$ cat src/rtl/vector_pkg.sv
// Shared types for the vector add/subtract datapath: FSM states, opcodes, width helper.
// No logic; no latency; no backpressure.
// Imported by vector_addsub and addsub_cell.
package vector_pkg;

    typedef enum logic [1:0] {
        IDLE = 2'd0,
        CALC = 2'd1,
        DONE = 2'd2
    } state_t;

    localparam logic OP_ADD = 1'b0;
    localparam logic OP_SUB = 1'b1;

    // Ceiling log2; log2(1) = 0.
    function automatic int log2(input int v);
        int r;
        r = 0;
        for (int i = 0; i < 31; i++) begin
            if ((1 << i) < v) r = i + 1;
        end
        return r;
    endfunction

endpackage

$ cat src/rtl/addsub_cell.sv
// One signed add/sub lane with range check; wraps, or clamps under VECTOR_ADDSUB_SATURATE_EN.
// Latency: purely combinational.
// Backpressure: none; the parent sequences the lanes.
module addsub_cell
    import vector_pkg::*;
#(
    parameter int A_W = 8,
    parameter int B_W = 8,
    parameter int R_W = 8
) (
    input  logic [A_W-1:0] a_el,
    input  logic [B_W-1:0] b_el,
    input  logic           op,
    output logic [R_W-1:0] sum,
    output logic           oor
);

    localparam int W  = ((A_W > B_W) ? A_W : B_W) + 1;
    // Work wide enough for both the exact result and the result width.
    localparam int WX = (W > R_W) ? W : R_W;

    logic signed [WX-1:0] a_x;
    logic signed [WX-1:0] b_x;
    logic signed [WX-1:0] res;
    logic [WX-R_W:0]      top_bits;

    always_comb begin
        a_x      = WX'($signed(a_el));
        b_x      = WX'($signed(b_el));
        res      = (op == OP_SUB) ? (a_x - b_x) : (a_x + b_x);
        // In range iff every bit from the result sign position up is a sign copy.
        top_bits = res[WX-1:R_W-1];
        oor      = !((&top_bits) || !(|top_bits));
`ifdef VECTOR_ADDSUB_SATURATE_EN
        if (oor) begin
            sum = res[WX-1] ? {1'b1, {(R_W-1){1'b0}}} : {1'b0, {(R_W-1){1'b1}}};
        end else begin
            sum = res[R_W-1:0];
        end
`else
        sum = res[R_W-1:0];
`endif
    end

endmodule

$ cat src/rtl/vector_addsub.sv
// Multi-lane signed vector a+b / a-b with per-element overflow flags (VECTOR_ADDSUB_SATURATE_EN clamps).
// Latency: ceil(VECTOR_LEN/TILING) edges from second operand accept to result_valid.
// Backpressure: operand readies drop once captured; result held in DONE until result_ready.
module vector_addsub
    import vector_pkg::*;
#(
    parameter int VECTOR_LEN        = 5,
    parameter int A_CELL_WIDTH      = 8,
    parameter int B_CELL_WIDTH      = 8,
    parameter int RESULT_CELL_WIDTH = 8,
    parameter int TILING            = 1
) (
    input  logic                                  clk,
    input  logic                                  rst,
    input  logic [VECTOR_LEN*A_CELL_WIDTH-1:0]    a,
    input  logic                                  op,
    input  logic                                  a_valid,
    output logic                                  a_ready,
    input  logic [VECTOR_LEN*B_CELL_WIDTH-1:0]    b,
    input  logic                                  b_valid,
    output logic                                  b_ready,
    output logic [VECTOR_LEN*RESULT_CELL_WIDTH-1:0] result,
    output logic                                  result_valid,
    input  logic                                  result_ready,
    output logic                                  error,
    output logic [VECTOR_LEN-1:0]                 error_mask
);

    localparam int AW = A_CELL_WIDTH;
    localparam int BW = B_CELL_WIDTH;
    localparam int RW = RESULT_CELL_WIDTH;
    localparam int CW = log2(VECTOR_LEN) + 1;

    state_t                    state_q, state_d;
    logic                      a_set_q, a_set_d;
    logic                      b_set_q, b_set_d;
    logic                      op_q, op_d;
    logic [VECTOR_LEN*AW-1:0]  a_buf_q, a_buf_d;
    logic [VECTOR_LEN*BW-1:0]  b_buf_q, b_buf_d;
    logic [CW-1:0]             cnt_q, cnt_d;
    logic [VECTOR_LEN*RW-1:0]  result_q, result_d;
    logic [VECTOR_LEN-1:0]     mask_q, mask_d;

    logic                      a_fire;
    logic                      b_fire;
    logic [TILING*AW-1:0]      lane_a;
    logic [TILING*BW-1:0]      lane_b;
    logic [TILING*RW-1:0]      lane_sum;
    logic [TILING-1:0]         lane_oor;

    always_ff @(posedge clk or negedge rst) begin
        if (!rst) begin
            state_q  <= IDLE;
            a_set_q  <= 1'b0;
            b_set_q  <= 1'b0;
            op_q     <= OP_ADD;
            a_buf_q  <= '0;
            b_buf_q  <= '0;
            cnt_q    <= '0;
            result_q <= '0;
            mask_q   <= '0;
        end else begin
            state_q  <= state_d;
            a_set_q  <= a_set_d;
            b_set_q  <= b_set_d;
            op_q     <= op_d;
            a_buf_q  <= a_buf_d;
            b_buf_q  <= b_buf_d;
            cnt_q    <= cnt_d;
            result_q <= result_d;
            mask_q   <= mask_d;
        end
    end

    // Steer elements counter..counter+TILING-1 onto the lanes; lanes past the end see zero.
    always_comb begin
        lane_a = '0;
        lane_b = '0;
        for (int t = 0; t < TILING; t++) begin
            for (int e = 0; e < VECTOR_LEN; e++) begin
                if (int'(cnt_q) + t == e) begin
                    lane_a[t*AW +: AW] = a_buf_q[e*AW +: AW];
                    lane_b[t*BW +: BW] = b_buf_q[e*BW +: BW];
                end
            end
        end
    end

    for (genvar g = 0; g < TILING; g++) begin : g_lane
        addsub_cell #(
            .A_W (AW),
            .B_W (BW),
            .R_W (RW)
        ) u_cell (
            .a_el (lane_a[g*AW +: AW]),
            .b_el (lane_b[g*BW +: BW]),
            .op   (op_q),
            .sum  (lane_sum[g*RW +: RW]),
            .oor  (lane_oor[g])
        );
    end

    always_comb begin
        state_d  = state_q;
        a_set_d  = a_set_q;
        b_set_d  = b_set_q;
        op_d     = op_q;
        a_buf_d  = a_buf_q;
        b_buf_d  = b_buf_q;
        cnt_d    = cnt_q;
        result_d = result_q;
        mask_d   = mask_q;
        a_fire   = a_valid && a_ready;
        b_fire   = b_valid && b_ready;
        case (state_q)
            IDLE: begin
                if (a_fire) begin
                    a_buf_d = a;
                    op_d    = op;
                    a_set_d = 1'b1;
                end
                if (b_fire) begin
                    b_buf_d = b;
                    b_set_d = 1'b1;
                end
                if ((a_set_q || a_fire) && (b_set_q || b_fire)) begin
                    state_d  = CALC;
                    cnt_d    = '0;
                    mask_d   = '0;
                    result_d = '0;
                end
            end
            CALC: begin
                for (int e = 0; e < VECTOR_LEN; e++) begin
                    for (int t = 0; t < TILING; t++) begin
                        if (int'(cnt_q) + t == e) begin
                            result_d[e*RW +: RW] = lane_sum[t*RW +: RW];
                            mask_d[e]            = lane_oor[t];
                        end
                    end
                end
                cnt_d = cnt_q + CW'(TILING);
                if (int'(cnt_q) + TILING >= VECTOR_LEN) state_d = DONE;
            end
            DONE: begin
                if (result_ready) begin
                    state_d = IDLE;
                    a_set_d = 1'b0;
                    b_set_d = 1'b0;
                end
            end
            default: state_d = IDLE;
        endcase
    end

    always_comb begin
        a_ready      = (state_q == IDLE) && !a_set_q;
        b_ready      = (state_q == IDLE) && !b_set_q;
        result_valid = (state_q == DONE);
        result       = result_q;
        error_mask   = mask_q;
        error        = |mask_q;
    end

endmodule
$ cat config.mk
export PLATFORM = sky130hd
export DESIGN_NAME = vector_addsub
export DESIGN_NICKNAME = d
export VERILOG_FILES = /design/src/rtl/vector_pkg.sv /design/src/rtl/addsub_cell.sv /design/src/rtl/vector_addsub.sv
export SDC_FILE = /design/constraint.sdc
export NUM_CORES = 1
export LEC_CHECK = 0
export BUFFER_PORTS_ARGS = -buffer_cell sky130_fd_sc_hd__buf_4
export CORE_ASPECT_RATIO = 1.1
export CORE_MARGIN = 2
export CORE_UTILIZATION = 25
export DETAILED_ROUTE_END_ITERATION = 10
export PLACE_DENSITY_LB_ADDON = 0.05
export SLEW_MARGIN = 10
export SYNTH_ARGS = -nofsm -noshare
export SYNTH_HDL_FRONTEND = slang
export SYNTH_SLANG_ARGS = --single-unit
export TNS_END_PERCENT = 100
$ cat constraint.sdc
create_clock -name clk -period 5.21 [get_ports clk]
set_input_delay 0.7815 -clock clk [delete_from_list [all_inputs] [get_ports clk]]
set_output_delay 0.7815 -clock clk [all_outputs]
set_load 0.005 [all_outputs]
Word level (Yosys, flattened, before mapping)
Cells that the tools add are included.
Storage, ports and cells
  input port bits: 86
  register bits: 134
  output and inout port bits: 49
  word-level logic and storage cells: 104
Cells by class
  magnitude comparators: 1
  add/sub/neg operators: 4
  mux-type cells: 36
  reduce and logical (&&, ||, !) cells: 30
  equal/unequal tests: 16
Operators by type and width (count)
  2-to-1 mux 8 bit: 15
  one-hot mux 40 bit (2 select lines): 1
  2-to-1 mux 40 bit: 1
  logical NOT 32 bit: 1
  AND reduction 3 bit: 8
  inequality test 2 bit, second input constant: 9
  one-hot mux 5 bit (2 select lines): 1
  adder 8 x 8 -> 9 bit: 1
  2-to-1 mux 9 bit: 1
  subtractor 8 x 8 -> 9 bit: 1
  equality test 4 x 3 -> 1 bit, second input constant: 2
  2-to-1 mux 1 bit: 8
  one-hot mux 4 bit (2 select lines): 1
  AND reduction 2 bit: 4
  2-to-1 mux 2 bit: 3
  one-hot mux 2 bit (3 select lines): 1
  adder 4 x 1 -> 5 bit, second input constant: 1
  greater-or-equal comparator 5 x 3 -> 1 bit, second input constant: 1
  logical AND 1 bit: 5
  2-to-1 mux 5 bit: 1
  OR reduction 5 bit: 1
  adder 4 x 1 -> 4 bit, second input constant: 1
  equality test 4 x 2 -> 1 bit, second input constant: 1
  equality test 4 bit, second input constant: 1
  other kinds (10): 17

Longest topological paths before layout
Gate-level depths: netlist of run 1.
  word-level depth: 14
  gate-level depth with buffers: 21
  mapped depth without buffers: 19

By module
From an unflattened synthesis of run 1, not the netlist that was laid out.
Unflattened totals
  cells, all modules: 612
  area total of the unflattened synthesis: 6576.3 sq um
By module, submodules not included
  vector_addsub: times used 1, area each 6077.1 sq um, cells each 544
  addsub_cell: times used 1, area each 499.2 sq um, cells each 68

Least setup slack after synthesis of run 1
No wires, ideal clock.
  kind: register -> register
  from: register cnt_q[0]
  to: register mask_q[0] (netlist: error_mask[0])
  path buffers: 1
  arrival time: 3684 ps
  period minus slack after synthesis: 3819 ps
  setup time: 135 ps
  required time: 5075 ps
  stages on the path, launching flop included: 21
  slack: 1391 ps
  cells stage by stage: dfrtp_1 -> inv_1 -> ha_1 -> clkbuf_1 -> nand2_1 -> o21ai_0 -> a22o_1 -> nand2_1 -> a21boi_0 -> ha_1 -> nor2_1 -> a21oi_1 -> inv_1 -> ha_1 -> nor2b_1 -> o2111ai_1 -> and2_1 -> a311oi_1 -> xor2_1 -> xnor2_1 -> o31ai_1
On the way
  longest elaborated chain between the ends: 14
  elaborated cells between the ends (all ways): 27
  classes of those cells: add/sub: 2; eq/ne: 5; mux: 13; reduce/logical: 7
RTL lines
  start, declared: line vector_addsub.sv:40  | logic [CW-1:0] cnt_q, cnt_d;
  start signal, assigned: line vector_addsub.sv:69  | cnt_q <= cnt_d;
  logical NOT 32 bit: line vector_addsub.sv:81, vector_addsub.sv:136
  2-to-1 mux 8 bit (5 in a row): line vector_addsub.sv:81  | if (int'(cnt_q) + t == e) begin
  adder 8 x 8 -> 9 bit or subtractor 8 x 8 -> 9 bit (tied branches): line addsub_cell.sv:30  | res = (op == OP_SUB) ? (a_x - b_x) : (a_x + b_x);
  2-to-1 mux 9 bit: line addsub_cell.sv:30
  OR reduction 2 bit: line addsub_cell.sv:33  | oor = !((&top_bits) || !(|top_bits));
  logical NOT 1 bit: line addsub_cell.sv:33
  logical OR 1 bit: line addsub_cell.sv:33
  logical NOT 1 bit: line addsub_cell.sv:33
  2-to-1 mux 1 bit: line vector_addsub.sv:136  | if (int'(cnt_q) + t == e) begin
  one-hot mux 5 bit (2 select lines): line vector_addsub.sv:115  | case (state_q)
  end signal, assigned: line vector_addsub.sv:71  | mask_q <= mask_d;
  end, declared: line vector_addsub.sv:42  | logic [VECTOR_LEN-1:0] mask_q, mask_d;
Parallel ways exist; a longest one is shown, timed or not. The select of a mux whose other input is x is not followed.
A chain may end at the register's enable or synchronous reset.

Worst setup path after layout of run 1
  from: register cnt_q[0]
  to: register mask_q[3] (netlist: error_mask[3])
On the way
  longest elaborated chain between the ends: 14
  elaborated cells between the ends (all ways): 27
  classes of those cells: add/sub: 2; eq/ne: 5; mux: 13; reduce/logical: 7
RTL lines (line)
  logical NOT 32 bit: vector_addsub.sv:81
  2-to-1 mux 8 bit (5 in a row): vector_addsub.sv:81
  adder 8 x 8 -> 9 bit or subtractor 8 x 8 -> 9 bit (tied branches): addsub_cell.sv:30
  2-to-1 mux 9 bit: addsub_cell.sv:30
  OR reduction 2 bit: addsub_cell.sv:33
  logical NOT 1 bit: addsub_cell.sv:33
  logical OR 1 bit: addsub_cell.sv:33
  logical NOT 1 bit: addsub_cell.sv:33
  2-to-1 mux 1 bit: vector_addsub.sv:136
  one-hot mux 5 bit (2 select lines): vector_addsub.sv:115
Parallel ways exist; a longest one is shown, timed or not. The select of a mux whose other input is x is not followed.

==> flow_metrics.py, run 1 <==
metrics = {
    "final_layout": {
        "mostFrequentLayoutCells": "buf_4, dfrtp_1, mux2_2",
        "nFillCells": 2598,
        "multi_input_area_um2": 2887,
        "final_common_cell": "buf_4",
        "nNetsFinal": 781,
        "antenna_cells": 0,
        "ff_latch_area_um2": 3353,
        "post_route_cells_drive_above_1_share_pct": 40.20,
        "area_delta_synth_final_pct": 30.24,
    },
    "synthesis": {
        "ys_ff_latch": 134,
        "synthCells": 555,
        "synth_top_area_cell": "dfrtp_1",
        "avgSynthCellArea_um2": 11.57,
        "yosysWarnings": 0,
        "synth_area_um2": 6422,
        "ys_async_sr_fraction_pct": 100.0,
        "synth_top_area_share_pct": 52.21,
        "synth_flop_cell": "dfrtp_1",
        "synth-seq-area-share_pct": 52.21,
        "syn_nets": 655,
        "synth_area_leaders": "dfrtp_1, mux2_2, nand2_1",
        "synth-edff-count": 0,
        "ys_types": 55,
    },
    "die": {
        "start_util_pct": 25.42,
        "die_h_um": 172.1,
        "fp.dieW_um": 156.8,
        "dieArea_um2": 26990,
        "ioPinCount": 135,
        "rows": 61,
        "coreArea_um2": 25260,
    },
    "clocking": {
        "cts_num_sinks": 134,
        "post_cts_resized": 0,
        "h-tree-depth": 4,
        "clkLatencyLatePin_ns": 0.42,
        "clk_pin_slew_ns": 0.06,
        "cts_buffers": 17,
        "post_cts_buffers": 0,
        "cts_root_buffer": "clkbuf_16",
        "tritoncts": "done",
        "clockBufferDepth": 2,
        "holdBufCountCts": 0,
    },
    "global_routing": {
        "grt_start_max_net_pins": 81,
        "antenna_found_initial": 0,
        "grt.total_usage_pct": 13.95,
        "grt_pass1_wl_mm": 28.37,
        "first_global_vias": 4915,
        "grt_overflow": 0,
    },
    "route": {
        "drc": 0,
        "num_vias": 4711,
        "viasPerCell": 4.530,
        "dr.pass1.iters": 4,
        "wl_mm": 18.37,
        "detail-route-antenna-nets": 0,
        "avgRoutedWirePerCell_um": 17.67,
        "first_iter_violations": 242,
    },
    "placed_design": {
        "place_congestion": 0.7634,
        "place_hpwl_mm": 13.62,
        "port_buffers": 134,
    },
    "setup_path": {
        "path_max_fanout": 15,
        "worstPathArrival_ns": 4.89,
        "critPathTopFamily": "compound AO/OA/AOI/OAI gates",
        "cp_data_required_time_ns": 5.49,
        "slowest_stage": "and3b_1",
        "cpPeakStageDelay_ns": 0.62,
        "crit_buf_inv": 2,
        "cpMostUsedCell": "ha_1",
        "startpoint_type": "register",
        "path_class": "register to register",
        "cp-end-kind": "register",
        "cp_cell_sequence": "inv_1 > ha_1 > and3b_1 > a21boi_0 > ha_1 > nor2_1 > a21oi_1 > inv_1 > ha_1 > nor2b_1 > o2111ai_1 > and2_1 > a311oi_1 > xor2_1 > xnor2_1 > o31ai_1",
    },
    "timing": {
        "drv_slew": 0,
        "rsz0062_at_grt": "false",
        "finalSetupViolCount": 0,
        "max_freq_mhz": 216.8,
        "relSlewSlack_pct": 29.85,
        "worst_pin_slew_ns": 1.052,
        "fin_crit_sh_pct": 88.51,
        "report.final.hold_viol_count": 0,
        "fin_tns_setup_ns": 0,
        "finClkSkew_ns": 0.008332,
        "period_needed_ns": 4.612,
    },
    "flow_run": {
        "drv.max_cap_violation_count": 0,
    },
    "outcome": {
        "status": "completed",
    },
    "worst_hold_path": {
        "hold_path.class": "input port to async pin",
    },
}
==> cell usage after synthesis, types with 3 or more instances <==
| master | number |
|---|---|
| o21ai_1 | 8 |
| a221oi_1 | 5 |
| a2bb2oi_1 | 3 |
| nor2b_1 | 8 |
| o31ai_1 | 16 |
| a21o_1 | 4 |
| a221o_1 | 5 |
| dfrtp_1 | 134 |
| buf_2 | 7 |
| o21ai_0 | 35 |
| a32o_1 | 3 |
| inv_1 | 12 |
| nor3_1 | 9 |
| a22oi_1 | 5 |
| clkbuf_1 | 23 |
| and2_1 | 6 |
| xnor2_1 | 12 |
| a211oi_1 | 7 |
| a21oi_1 | 16 |
| a22o_1 | 4 |
| mux2_2 | 98 |
| nor2_1 | 23 |
| nand2b_1 | 8 |
| nand2_1 | 50 |
| a31oi_1 | 3 |
| ha_1 | 13 |
==> through the flow <==
step	cell area, um^2	cells	worst slack (ns)	hold slack, ns	utilization, %
6_report	8364	1040	0.5985	0.3728	33.11
5_1_grt	8364	1040	0.1576	0.4567	33.11
4_1_cts	8364	1040	0.5696	0.4302	33.11
3_5_place_dp	7772	1008	0.5779	0.4700	30.77
3_3_place_gp	7772	1008	0.7631	0.4659	30.77
2_1_floorplan	6422	555	1.391	0.4716	-
==> worst register-to-register path, stage by stage, from the launching register on <==
cell,delay (ns)
dfrtp_1,0.44
inv_1,0.13
ha_1,0.52
and3b_1,0.62
a21boi_0,0.25
ha_1,0.33
nor2_1,0.03
a21oi_1,0.24
inv_1,0.08
ha_1,0.27
nor2b_1,0.16
o2111ai_1,0.15
and2_1,0.21
a311oi_1,0.39
xor2_1,0.14
xnor2_1,0.39
o31ai_1,0.13
==> kinds of logic after synthesis <==
logic type                 Yosys count  share of synthesized area [%]
AOI/OAI and AO/OA                  131                          13.81
xor gates and xnor gates            14                          1.909
adders and majority gates           14                          2.844
buffers and inverters               45                          2.883
DFF                                134                          52.21
muxes                               98                          17.18
and+or+nand+nor                    119                          9.156
==> cell type report <==
type | count | area share (%)
multi-input combinational | 376 | 34.51
clock buffer | 17 | 5.086
inverter | 12 | 0.5385
timing repair buffer | 140 | 12.61
tap | 346 | 5.176
sequential | 134 | 40.09
clock inverter | 15 | 1.990
==> metal layers <==
| layer | wire length (um) | part of all wire (%) | global-route usage (%) | vias up |
|---|---|---|---|---|
| met5 | 0 | 0 | 0 | - |
| met4 | 175 | 0.95 | 4.148 | 0 |
| met2 | 9106 | 50 | 23.47 | 109 |
| met1 | 8410 | 46 | 18.18 | 2333 |
| li1 | - | - | - | 2257 |
| met3 | 681 | 3.7 | 2.707 | 12 |
==> worst paths after layout <==
kind / endpoint / startpoint / depth (start not counted) / slack (ns)
min in group clk: result[29] / result[29] / 2 / 0.48
max reg2reg: error_mask[3] / cnt_q[0] / 16 / 0.60
max: error_mask[3] / cnt_q[0] / 16 / 0.60
min reg2reg: result[29] / result[29] / 2 / 0.48
min: result[22] / rst / 1 / 0.37
max in group asynchronous: error_mask[3] / rst / 2 / 3.52
==> sequential cells by signal, summed over array words and instances, names as in the netlist <==
signal      count
error_mask      5
b_set_q         1
result         40
a_set_q         1
cnt_q           4
op_q            1
state_q         2
a_buf_q        40
b_buf_q        40
Power of run 1 is not shown: default switching activity piles up to over one toggle a cycle in this logic, so the estimate is an artifact.
==> run 2, diff against run 1 <==
RECOVER_POWER = 50   (was default)
==> run 2 against run 1 <==
Effect of this change: the flow now finishes with violations (capacitance limit, slew limit); non-clock buffer count unchanged; clock skew about the same; worst hold slack improved by 0.10 ns; critical path type unchanged.
==> flow_metrics.py, run 2 (same netlist as run 1, synthesis figures left out) <==
metrics = {
    "outcome": {
        "status": "finished with violations",
        "violations": "capacitance limit, slew limit",
    },
    "placed_design": {
        "dp_cells": 1008,
        "place_hpwl_mm": 13.62,
        "port_buffers": 134,
        "place_congestion": 0.7634,
    },
    "timing": {
        "report.final.hold_viol_count": 0,
        "relSlewSlack_pct": -151.5,
        "finalSetupViolCount": 0,
        "fin_tns_setup_ns": 0,
        "worst_pin_slew_ns": 3.772,
        "max_freq_mhz": 217.0,
        "period_needed_ns": 4.609,
        "fin_crit_sh_pct": 88.47,
        "rsz0062_at_grt": "false",
        "drv_slew": 81,
        "finClkSkew_ns": 0.008630,
    },
    "global_routing": {
        "grt.total_usage_pct": 13.95,
        "antenna_found_initial": 0,
        "grt_start_max_net_pins": 81,
        "grt_pass1_wl_mm": 28.37,
        "first_global_vias": 4915,
        "grt_overflow": 0,
    },
    "setup_path": {
        "r2r-end": "error_mask[3]",
        "rrSetupSlack_ns": 0.60,
        "timing.rr.start": "cnt_q[0]",
        "cp_data_required_time_ns": 5.49,
        "startpoint_type": "register",
        "r2r_cells": 16,
        "worstPathArrival_ns": 4.89,
        "path_class": "register to register",
        "startpoint": "cnt_q[0]",
        "cp-end-kind": "register",
        "worstSetupEndpoint": "error_mask[3]",
        "path_max_fanout": 15,
    },
    "clocking": {
        "tritoncts": "done",
        "clk_pin_slew_ns": 0.06,
        "holdBufCountCts": 0,
        "post_cts_resized": 0,
        "post_cts_buffers": 0,
        "clockBufferDepth": 2,
        "cts_num_sinks": 134,
        "cts_root_buffer": "clkbuf_16",
        "clkLatencyLatePin_ns": 0.42,
        "cts_buffers": 17,
        "h-tree-depth": 4,
    },
    "die": {
        "ioPinCount": 135,
        "start_util_pct": 25.42,
        "coreArea_um2": 25260,
        "dieArea_um2": 26990,
        "fp.dieW_um": 156.8,
        "rows": 61,
        "die_h_um": 172.1,
    },
    "final_layout": {
        "mostFrequentLayoutCells": "dfrtp_1, mux2_2, buf_4",
        "nNetsFinal": 781,
        "antenna_cells": 0,
        "post_route_cells_drive_above_1_share_pct": 39.19,
        "final_common_cell": "dfrtp_1",
        "fin_cells": 1040,
        "area_delta_synth_final_pct": 29.85,
    },
    "route": {
        "num_vias": 4724,
        "avgRoutedWirePerCell_um": 17.63,
        "first_iter_violations": 242,
        "dr.pass1.iters": 4,
        "wl_mm": 18.34,
        "viasPerCell": 4.542,
        "detail-route-antenna-nets": 0,
        "drc": 0,
    },
    "worst_hold_path": {
        "hold_path.class": "register to register",
    },
    "flow_run": {
        "drv.max_cap_violation_count": 1,
    },
}
-- run 2: metrics by stage --
stage          utilization, %  setup WS (ns)  area [um^2]  hold WS [ns]
6_report                33.01         0.6007         8339        0.4729
5_1_grt                 33.01         0.1576         8339        0.5076
4_1_cts                 33.11         0.5696         8364        0.4302
3_5_place_dp            30.77         0.5779         7772        0.4700
3_3_place_gp            30.77         0.7631         7772        0.4659
2_1_floorplan               -          1.391         6422        0.4716
-- run 2: worst min-delay path by stage --
| stage | startpoint | to | slack (ns) | cells after the start |
|---|---|---|---|---|
| 6_report | result[29] | result[29] | 0.47 | 2 |
| 5_1_grt | result[29] | result[29] | 0.51 | 2 |
| 4_1_cts | rst | result[22] | 0.43 | 1 |
| 3_5_place_dp | result[29] | result[29] | 0.47 | 2 |
| 3_3_place_gp | result[16] | result[16] | 0.47 | 2 |
| 2_1_floorplan | b_buf_q[20] | b_buf_q[20] | 0.47 | 1 |
-- run 2: metal layers --
layer | track usage (%) | share of wire (%) | up-vias
met1 | 18.18 | 46 | 2349
li1 | - | - | 2257
met2 | 23.47 | 50 | 106
met5 | 0 | 0 | -
met3 | 2.707 | 3.5 | 12
met4 | 4.148 | 0.95 | 0
-- run 2: worst max-delay path: stages (launching register included) --
cell	delay (ns)
dfrtp_1	0.44
inv_1	0.13
ha_1	0.52
and3b_1	0.61
a21boi_0	0.25
ha_1	0.33
nor2_1	0.03
a21oi_1	0.24
inv_1	0.08
ha_1	0.27
nor2b_1	0.16
o2111ai_1	0.15
and2_1	0.21
a311oi_1	0.39
xor2_1	0.14
xnor2_1	0.40
o31ai_1	0.13
-- run 2: area by class of cell --
type | count | area (um^2)
fillers | 2603 | 16920
flip-flops and latches | 134 | 3353
multi-input cells | 376 | 2887
repair buffers | 140 | 1030
well taps | 346 | 432.9
clock buffers | 17 | 425.4
clock inverters | 15 | 166.4
inverters | 12 | 45.04
Power of run 2 is left out for the same reason.
